File: src/rtl/seq_frame_ctrl.sv
// -----------------------------------------------------------------------------
// seq_frame_ctrl
//
// Sequencer in front of the bit-serial 01101 sequence detector. It accepts a
// parallel word and clears the detector. It then streams the word MSB-first on
// ser_din/ser_valid and keeps ser_valid high for a few drain cycles, so that
// the detector's registered seq_det output can still appear. Finally it reports
// how many detections it saw.
//
// Frame timeline (cycle 0 = cycle in which start is sampled in IDLE):
//   cycle 1                          : CLR   (det_clr pulse)
//   cycles 2 .. WORD_W+1             : SHIFT (one data bit per cycle)
//   next DRAIN_CYC cycles            : DRAIN (ser_din = PAD_BIT)
//   cycle WORD_W+DRAIN_CYC+2         : DONE  (done pulse)
//
// Parameters:
//   WORD_W     bits per frame (>= 2)
//   CNT_W      width of the saturating det_count
//   DRAIN_CYC  extra valid cycles after the last data bit (>= 1)
//   PAD_BIT    ser_din value driven during DRAIN
//
// Ports:
//   clk        in   clock, rising edge
//   rst        in   asynchronous active-high reset
//   start      in   begin a frame (only honoured in IDLE)
//   abort      in   cancel a frame in progress (wins over start)
//   din_word   in   frame data, captured when start is accepted
//   det_in     in   seq_det from the detector
//   det_clr    out  one-cycle clear pulse to the detector
//   ser_din    out  serial data to the detector
//   ser_valid  out  serial valid to the detector
//   busy       out  high from CLR through DONE
//   done       out  one-cycle frame-complete pulse
//   det_count  out  rising edges of det_in seen in the last/current frame
//
// Optional build macro SEQ_CTRL_HITPOS_EN adds:
//   last_hit_pos out [7:0]  valid-cycle index (0 = first SHIFT bit, counting
//                           on through DRAIN) of the most recent counted hit;
//                           8'hFF until the first hit of a frame.
//
// All outputs are registered: the next-state logic also computes the next
// output values, and these are then captured in the state register process.
// -----------------------------------------------------------------------------
module seq_frame_ctrl #(
    parameter int   WORD_W    = 16,
    parameter int   CNT_W     = 8,
    parameter int   DRAIN_CYC = 2,
    parameter logic PAD_BIT   = 1'b1
) (
    input  logic              clk,
    input  logic              rst,
    input  logic              start,
    input  logic              abort,
    input  logic [WORD_W-1:0] din_word,
    input  logic              det_in,
    output logic              det_clr,
    output logic              ser_din,
    output logic              ser_valid,
    output logic              busy,
    output logic              done,
    output logic [CNT_W-1:0]  det_count
`ifdef SEQ_CTRL_HITPOS_EN
    ,
    output logic [7:0]        last_hit_pos
`endif
);

    // One position counter spans SHIFT and DRAIN, so it doubles as the
    // valid-cycle index.
    localparam int POS_W = $clog2(WORD_W + DRAIN_CYC);
    localparam logic [POS_W-1:0] LAST_SHIFT = POS_W'(WORD_W - 1);
    localparam logic [POS_W-1:0] LAST_DRAIN = POS_W'(WORD_W + DRAIN_CYC - 1);

    typedef enum logic [2:0] {
        S_IDLE,
        S_CLR,
        S_SHIFT,
        S_DRAIN,
        S_DONE
    } state_t;

    state_t              state;
    state_t              state_n;
    logic [WORD_W-1:0]   shreg;
    logic [POS_W-1:0]    pos;
    logic                det_prev;
    logic                accept;
    logic                in_stream;
    logic                hit;
    logic                det_clr_n;
    logic                ser_din_n;
    logic                ser_valid_n;
    logic                busy_n;
    logic                done_n;

    function automatic logic [CNT_W-1:0] sat_inc(input logic [CNT_W-1:0] v);
        return (&v) ? v : v + CNT_W'(1);
    endfunction

    assign in_stream = (state == S_SHIFT) || (state == S_DRAIN);
    // A det_in level held over several cycles counts only once.
    assign hit       = in_stream && det_in && !det_prev;
    assign accept    = (state == S_IDLE) && (state_n == S_CLR);

    always_comb begin
        state_n     = state;
        det_clr_n   = 1'b0;
        ser_din_n   = 1'b0;
        ser_valid_n = 1'b0;
        busy_n      = 1'b0;
        done_n      = 1'b0;

        case (state)
            S_IDLE:  if (start && !abort) state_n = S_CLR;
            S_CLR:   state_n = S_SHIFT;
            S_SHIFT: if (pos == LAST_SHIFT) state_n = S_DRAIN;
            S_DRAIN: if (pos == LAST_DRAIN) state_n = S_DONE;
            S_DONE:  state_n = S_IDLE;
            default: state_n = S_IDLE;
        endcase

        if (abort && (state != S_IDLE)) begin
            state_n = S_IDLE;
        end

        // Outputs are decoded from the next state and registered below.
        case (state_n)
            S_CLR: begin
                det_clr_n = 1'b1;
                busy_n    = 1'b1;
            end
            S_SHIFT: begin
                ser_valid_n = 1'b1;
                ser_din_n   = shreg[WORD_W-1];
                busy_n      = 1'b1;
            end
            S_DRAIN: begin
                ser_valid_n = 1'b1;
                ser_din_n   = PAD_BIT;
                busy_n      = 1'b1;
            end
            S_DONE: begin
                done_n = 1'b1;
                busy_n = 1'b1;
            end
            default: ;
        endcase
    end

    always_ff @(posedge clk or posedge rst) begin
        if (rst) begin
            state     <= S_IDLE;
            det_clr   <= 1'b0;
            ser_din   <= 1'b0;
            ser_valid <= 1'b0;
            busy      <= 1'b0;
            done      <= 1'b0;
            det_count <= '0;
            shreg     <= '0;
            pos       <= '0;
            det_prev  <= 1'b0;
        end else begin
            state     <= state_n;
            det_clr   <= det_clr_n;
            ser_din   <= ser_din_n;
            ser_valid <= ser_valid_n;
            busy      <= busy_n;
            done      <= done_n;

            // ser_din_n already took the MSB, so shift on every edge into SHIFT.
            if (accept) begin
                shreg <= din_word;
            end else if (state_n == S_SHIFT) begin
                shreg <= {shreg[WORD_W-2:0], 1'b0};
            end

            if (state == S_CLR) begin
                pos <= '0;
            end else if (in_stream) begin
                pos <= pos + POS_W'(1);
            end

            // Clearing in CLR makes a det_in already high at the first SHIFT
            // cycle count as a fresh edge.
            if (state == S_CLR) begin
                det_prev <= 1'b0;
            end else begin
                det_prev <= det_in;
            end

            if (accept) begin
                det_count <= '0;
            end else if (hit) begin
                det_count <= sat_inc(det_count);
            end
        end
    end

`ifdef SEQ_CTRL_HITPOS_EN
    logic [31:0] pos_ext;
    assign pos_ext = 32'(pos);

    always_ff @(posedge clk or posedge rst) begin
        if (rst) begin
            last_hit_pos <= 8'hFF;
        end else if (accept) begin
            last_hit_pos <= 8'hFF;
        end else if (hit) begin
            last_hit_pos <= pos_ext[7:0];
        end
    end
`endif

endmodule
File: config.mk
export PLATFORM = sky130hd
export DESIGN_NAME = seq_frame_ctrl
export DESIGN_NICKNAME = d
export VERILOG_FILES = /design/src/rtl/seq_frame_ctrl.sv
export SDC_FILE = /design/constraint.sdc
export NUM_CORES = 1
export LEC_CHECK = 0
export ABC_CLOCK_PERIOD_IN_PS = 2000
export BUFFER_PORTS_ARGS = -buffer_cell sky130_fd_sc_hd__buf_2
export CORE_UTILIZATION = 50
export DETAILED_ROUTE_END_ITERATION = 10
export PLACE_DENSITY = 0.81
export SYNTH_ARGS = -nofsm -noshare
export SYNTH_HDL_FRONTEND = slang
export SYNTH_SLANG_ARGS = --single-unit
File: constraint.sdc
create_clock -name clk -period 2 [get_ports clk]
set_input_delay 0.4 -clock clk [delete_from_list [all_inputs] [get_ports clk]]
set_output_delay 0.4 -clock clk [all_outputs]
set_load 0.01 [all_outputs]
; ---- Word level (Yosys, flattened, before mapping)
; Cells that the tools add are included.
[classes]
n_shift = 0
order_cmp = 0
div = 0
reduce_logical = 17
addsub = 2
bitwise = 0
eq_ne = 10
mul = 0
n_mux = 18
[ops]
columns = cell, n
row1 = two-way mux 16 bit, 2
row2 = two-way mux 8 bit, 3
row3 = == test 3 x 2 -> 1 bit (second input constant), 4
row4 = two-way mux 3 bit, 4
row5 = case mux 3 bit (4 select lines), 1
row6 = two-way mux 5 bit, 2
row7 = adder 8 x 1 -> 8 bit (second input constant), 1
row8 = AND reduction 8 bit, 1
row9 = == test 3 x 1 -> 1 bit (second input constant), 2
row10 = nonzero test 2 bit, 3
row11 = adder 5 x 1 -> 5 bit (second input constant), 1
row12 = == test 5 x 4 -> 1 bit (second input constant), 1
row13 = == test 5 bit (second input constant), 1
row14 = logical AND 1 bit, 5
row15 = two-way mux 1 bit, 5
row16 = OR reduction 4 bit, 1
row17 = == test 3 bit (second input constant), 1
row18 = zero test 3 bit, 1
row19 = nonzero test 3 bit, 1
row20 = zero test 1 bit, 2
row21 = inequality test 2 bit (second input constant), 1
row22 = case mux 1 bit (2 select lines), 1
row23 = AND reduction 2 bit, 1
row24 = OR reduction 2 bit, 1
row25 = logical OR 1 bit, 1
[word_totals]
word_cells = 57
n_memories = 0
latchBits = 0
regBits = 38
ram_bits = 0
in_bits = 21
out_inout_bits = 13
mem_bits_ro = 0

; ---- Longest topological paths before layout
[depth]
word_depth = 9
mapped_depth = 8

; ---- Worst setup path after synthesis
; OpenSTA, ideal clock, no wires.
[synth_timing]
kind = reg-to-reg
start = register pos[0]
end = register shreg[10]
period_less_slack_ns = 2.116
stages_incl_launch_ff = 9
n_path_buf = 1
required_ns = 1.917
arrival_time_ns = 2.033
path_slack_ns = -0.116
setup_time_ns = 0.083
path_cell_list = dfrtp_1 ha_1 and3_1 ha_1 nor2_1 clkbuf_1 nor3_1 or4_1 o21ai_0
[synth_via]
elab_chain_cells = 7
word_cells_on_any_way = 11
cone_classes = eq/ne (4) / mux (5) / reduce/logical (2)
[synth_rtl]
columns = element, line_no
row1 = start: declaration, 85  ; logic [POS_W-1:0] pos;
row2 = start signal: assignment, 180  ; pos <= pos + POS_W'(1);
row3 = == test 5 bit or == test 5 x 4 -> 1 bit (tied branches), "117, 116"
row4 = "two-way mux 3 bit, on equally long branches", "117, 116"
row5 = case mux 3 bit (4 select lines) *, 113  ; case (state)
row6 = two-way mux 3 bit *, 122  ; if (abort && (state != S_IDLE)) begin
row7 = == test 3 x 1 -> 1 bit, 103  ; assign accept = (state == S_IDLE) && (state_n == S_CLR);
row8 = logical AND 1 bit, 103
row9 = two-way mux 16 bit or nonzero test 2 bit (tied branches), -
row10 = end signal: assignment, 172  ; shreg <= din_word;
row11 = end signal: assignment, 174  ; shreg <= {shreg[WORD_W-2:0], 1'b0};
row12 = end: declaration, 84  ; logic [WORD_W-1:0] shreg;
; Every way passes the cells marked *; elsewhere a longest branch is shown, timed or not.
; A chain may end at the register's enable or synchronous reset.

; ---- Worst setup path after layout
[layout_timing]
start = register pos[0]
end = register shreg[7]
; The elaborated chain is that of the path after synthesis.

==> flow_summary.json <==
{
  "crit_path_end": "shreg[7]",
  "grt_max_degree": 39,
  "core-area_mm2": 0.00377,
  "synthCells": 222,
  "rsz0062_at_grt": "true",
  "initial_core_util": 0.539,
  "setup_tns_ps": -100,
  "cts_root_buf": "clkbuf_8",
  "yosysUniqueCellTypes": 37,
  "path_class": "register to register",
  "num-nets-final": 292,
  "ir_drop_uv": 384,
  "htreeDepth": 2,
  "avgRoutedWirePerCell_um": 14.8,
  "failed_checks": "negative setup slack",
  "leakagePower_uw": 0.00115,
  "grt_pass1_wl_mm": 7.65,
  "fin_cells": 316,
  "ios": 34,
  "vias_per_cell": 5.65,
  "reg2regPathDepth": 8,
  "worst_pin_slew_ps": 518,
  "layout-drive-gt1-share": 0.269,
  "rrSetupSlack_ps": -40,
  "area_growth_syn_to_layout_pct": 22.5,
  "antenna_found_initial": 0,
  "clkTransAtPathRegs_ps": 80,
  "setup_ws_ps": -41.2,
  "antenna_cells": 0,
  "worst_ep_arrival_time_ps": 2270,
  "synth_area_mm2": 0.00203,
  "finalPower_uw": 2310,
  "hp-class": "input pin to asynchronous set/reset pin",
  "max_freq_mhz": 490,
  "timing.rr.end": "shreg[7]",
  "layout_common_cells": "dfrtp_1 (38), buf_2 (33), nor2_1 (24)",
  "status": "finished with violations",
  "first_global_vias": 1619,
  "dpl_cell_area_mm2": 0.00230,
  "preCtsSetupSlack_ps": -41.8,
  "critPathMaxFanout": 6,
  "clock_sinks": 38,
  "drv_slew": 0,
  "drtIter0Drc": 157,
  "max-slew-margin-rel": 0.655,
  "p_per_area_mw_per_mm2": 927,
  "gp_congestion": 0.796,
  "layout_commonest_cell": "dfrtp_1",
  "timing.rr.start": "pos[0]",
  "clk_latency_ps": 300,
  "nFillCells": 310,
  "crit_path_start": "pos[0]",
  "cts_made_buffers": 5,
  "cp_data_required_time_ps": 2230,
  "wl_mm": 4.68,
  "grt.overflow.total": 0,
  "final-setup-viol-count": 5,
  "dieWidth_um": 65.8,
  "port_buffers": 33,
  "drv_cap": 0,
  "die_y_um": 65.8,
  "start_kind": "register",
  "dp_hpwl_mm": 2.92,
  "die-area_mm2": 0.00432,
  "track_usage": 0.238,
  "finalInstanceArea_mm2": 0.00249,
  "drt_first_pass_iters": 4,
  "ys_warn_count": 0,
  "final.period_utilization": 1.02,
  "synth_area_per_cell_um2": 9.15,
  "rows": 22,
  "ant_nets": 0,
  "skew_ps": 7.69,
  "drc": 0,
  "yosysSeqAreaShare": 0.468,
  "vias": 1785,
  "dp_cells": 302,
  "final_hold_viol_count": 0,
  "syn_nets": 247,
  "layout_min_cycle_time_ps": 2040,
  "synth_seq_cells": 38,
  "worstSetupEndpointType": "register",
  "cts_tree": "built",
  "cts_buffer_depth": 2
}
[area by class of cell]
cell class	count	area, um2	area share
clock buffer	7	76.3	0.0307
clock inverter	1	30.0	0.0121
inverter	9	33.8	0.0136
multi-input combinational	163	1040	0.417
sequential	38	951	0.382
tap	48	60.1	0.0241
timing repair buffer	50	300	0.121
[synthesized netlist by cell type]
library cell | count | area [um2]
nand2_1 | 20 | 75.1
a21boi_0 | 1 | 7.51
dfrtp_1 | 38 | 951
nand3_1 | 3 | 15.0
a21oi_4 | 1 | 16.3
ha_1 | 4 | 50.1
o211a_1 | 2 | 20.0
or3b_4 | 1 | 11.3
o211ai_1 | 2 | 15.0
and2_1 | 2 | 12.5
a211oi_1 | 13 | 97.6
o21ai_0 | 17 | 85.1
and3_1 | 2 | 12.5
nand4b_1 | 1 | 8.76
a211o_1 | 1 | 8.76
nand4_1 | 3 | 18.8
and4bb_2 | 1 | 12.5
mux2i_1 | 7 | 70.1
nand2b_1 | 1 | 6.26
nor2_4 | 1 | 11.3
clkbuf_2 | 1 | 5.00
or2b_1 | 2 | 15.0
nor3_1 | 24 | 120
or4_1 | 10 | 75.1
xor2_1 | 4 | 35.0
buf_4 | 3 | 22.5
clkbuf_1 | 8 | 30.0
o22ai_1 | 1 | 6.26
or2_2 | 2 | 12.5
buf_6 | 1 | 11.3
o21ai_1 | 1 | 5.00
inv_1 | 9 | 33.8
nor2_1 | 25 | 93.8
o2111ai_1 | 1 | 8.76
o31ai_1 | 1 | 7.51
a21oi_1 | 6 | 30.0
o21a_1 | 2 | 15.0
[through the flow]
step           utilization  hold slack [ps]
4_1_cts              0.644              221
3_5_place_dp         0.609              507
6_report             0.660              207
3_3_place_gp         0.609              495
2_1_floorplan            -              469
5_1_grt              0.660              247
[flip-flops by register name (all words and copies together), names as in the netlist]
register,count
busy,1
det_clr,1
det_count,8
det_prev,1
done,1
pos,5
ser_din,1
ser_valid,1
shreg,16
state,3
[critical path, cell delays in order, from the launching register on]
cell and delay (ps):
dfrtp_1 400, ha_2 200, and3_4 180, ha_4 170, nor2_4 150, buf_6 150
nor3_2 40, or4_4 550, o21ai_2 130
[how the worst min path moves through the flow]
| stage | start | endpoint | slack (ps) | cells past startpoint |
|---|---|---|---|---|
| after global placement | pos[4] | pos[4] | 490 | 2 |
| after floorplan | pos[4] | pos[4] | 470 | 2 |
| after detailed placement | pos[4] | pos[4] | 510 | 2 |
| after global routing | rst | ser_valid | 250 | 3 |
| final | rst | shreg[1] | 210 | 3 |
| after CTS | rst | det_clr | 220 | 3 |
[where the power goes]
group          internal [uW]  total, uW  switching, uW
sequential               916       1040            126
combinational            297        609            312
clock                    373        656            283
total                   1590       2310            720
[logic make-up after synthesis]
family                     synth area share
adders and majority gates            0.0246
buffers and inverters                0.0505
DFF                                   0.468
xor gates and xnor gates             0.0172
muxes                                0.0345
AOI/OAI and AO/OA                     0.159
and+or+nand+nor                       0.246
[metal layers]
layer	global-route usage	up-vias	wire [um]
met5	0	-	0
met4	0.114	0	87
met3	0.0451	8	254
met2	0.380	59	2230
met1	0.307	835	2110
li1	-	883	-
[repair_timing]
item                       4_1_cts  5_1_grt
hold buffers                     0        0
resized for setup                3       19
cloned                           1        1
hold endpoints to repair         0        0
pin swaps                        4        5
buffers inserted                 1        3
setup endpoints to repair        6       15
Note: power is estimated with default switching activity, not from simulation.
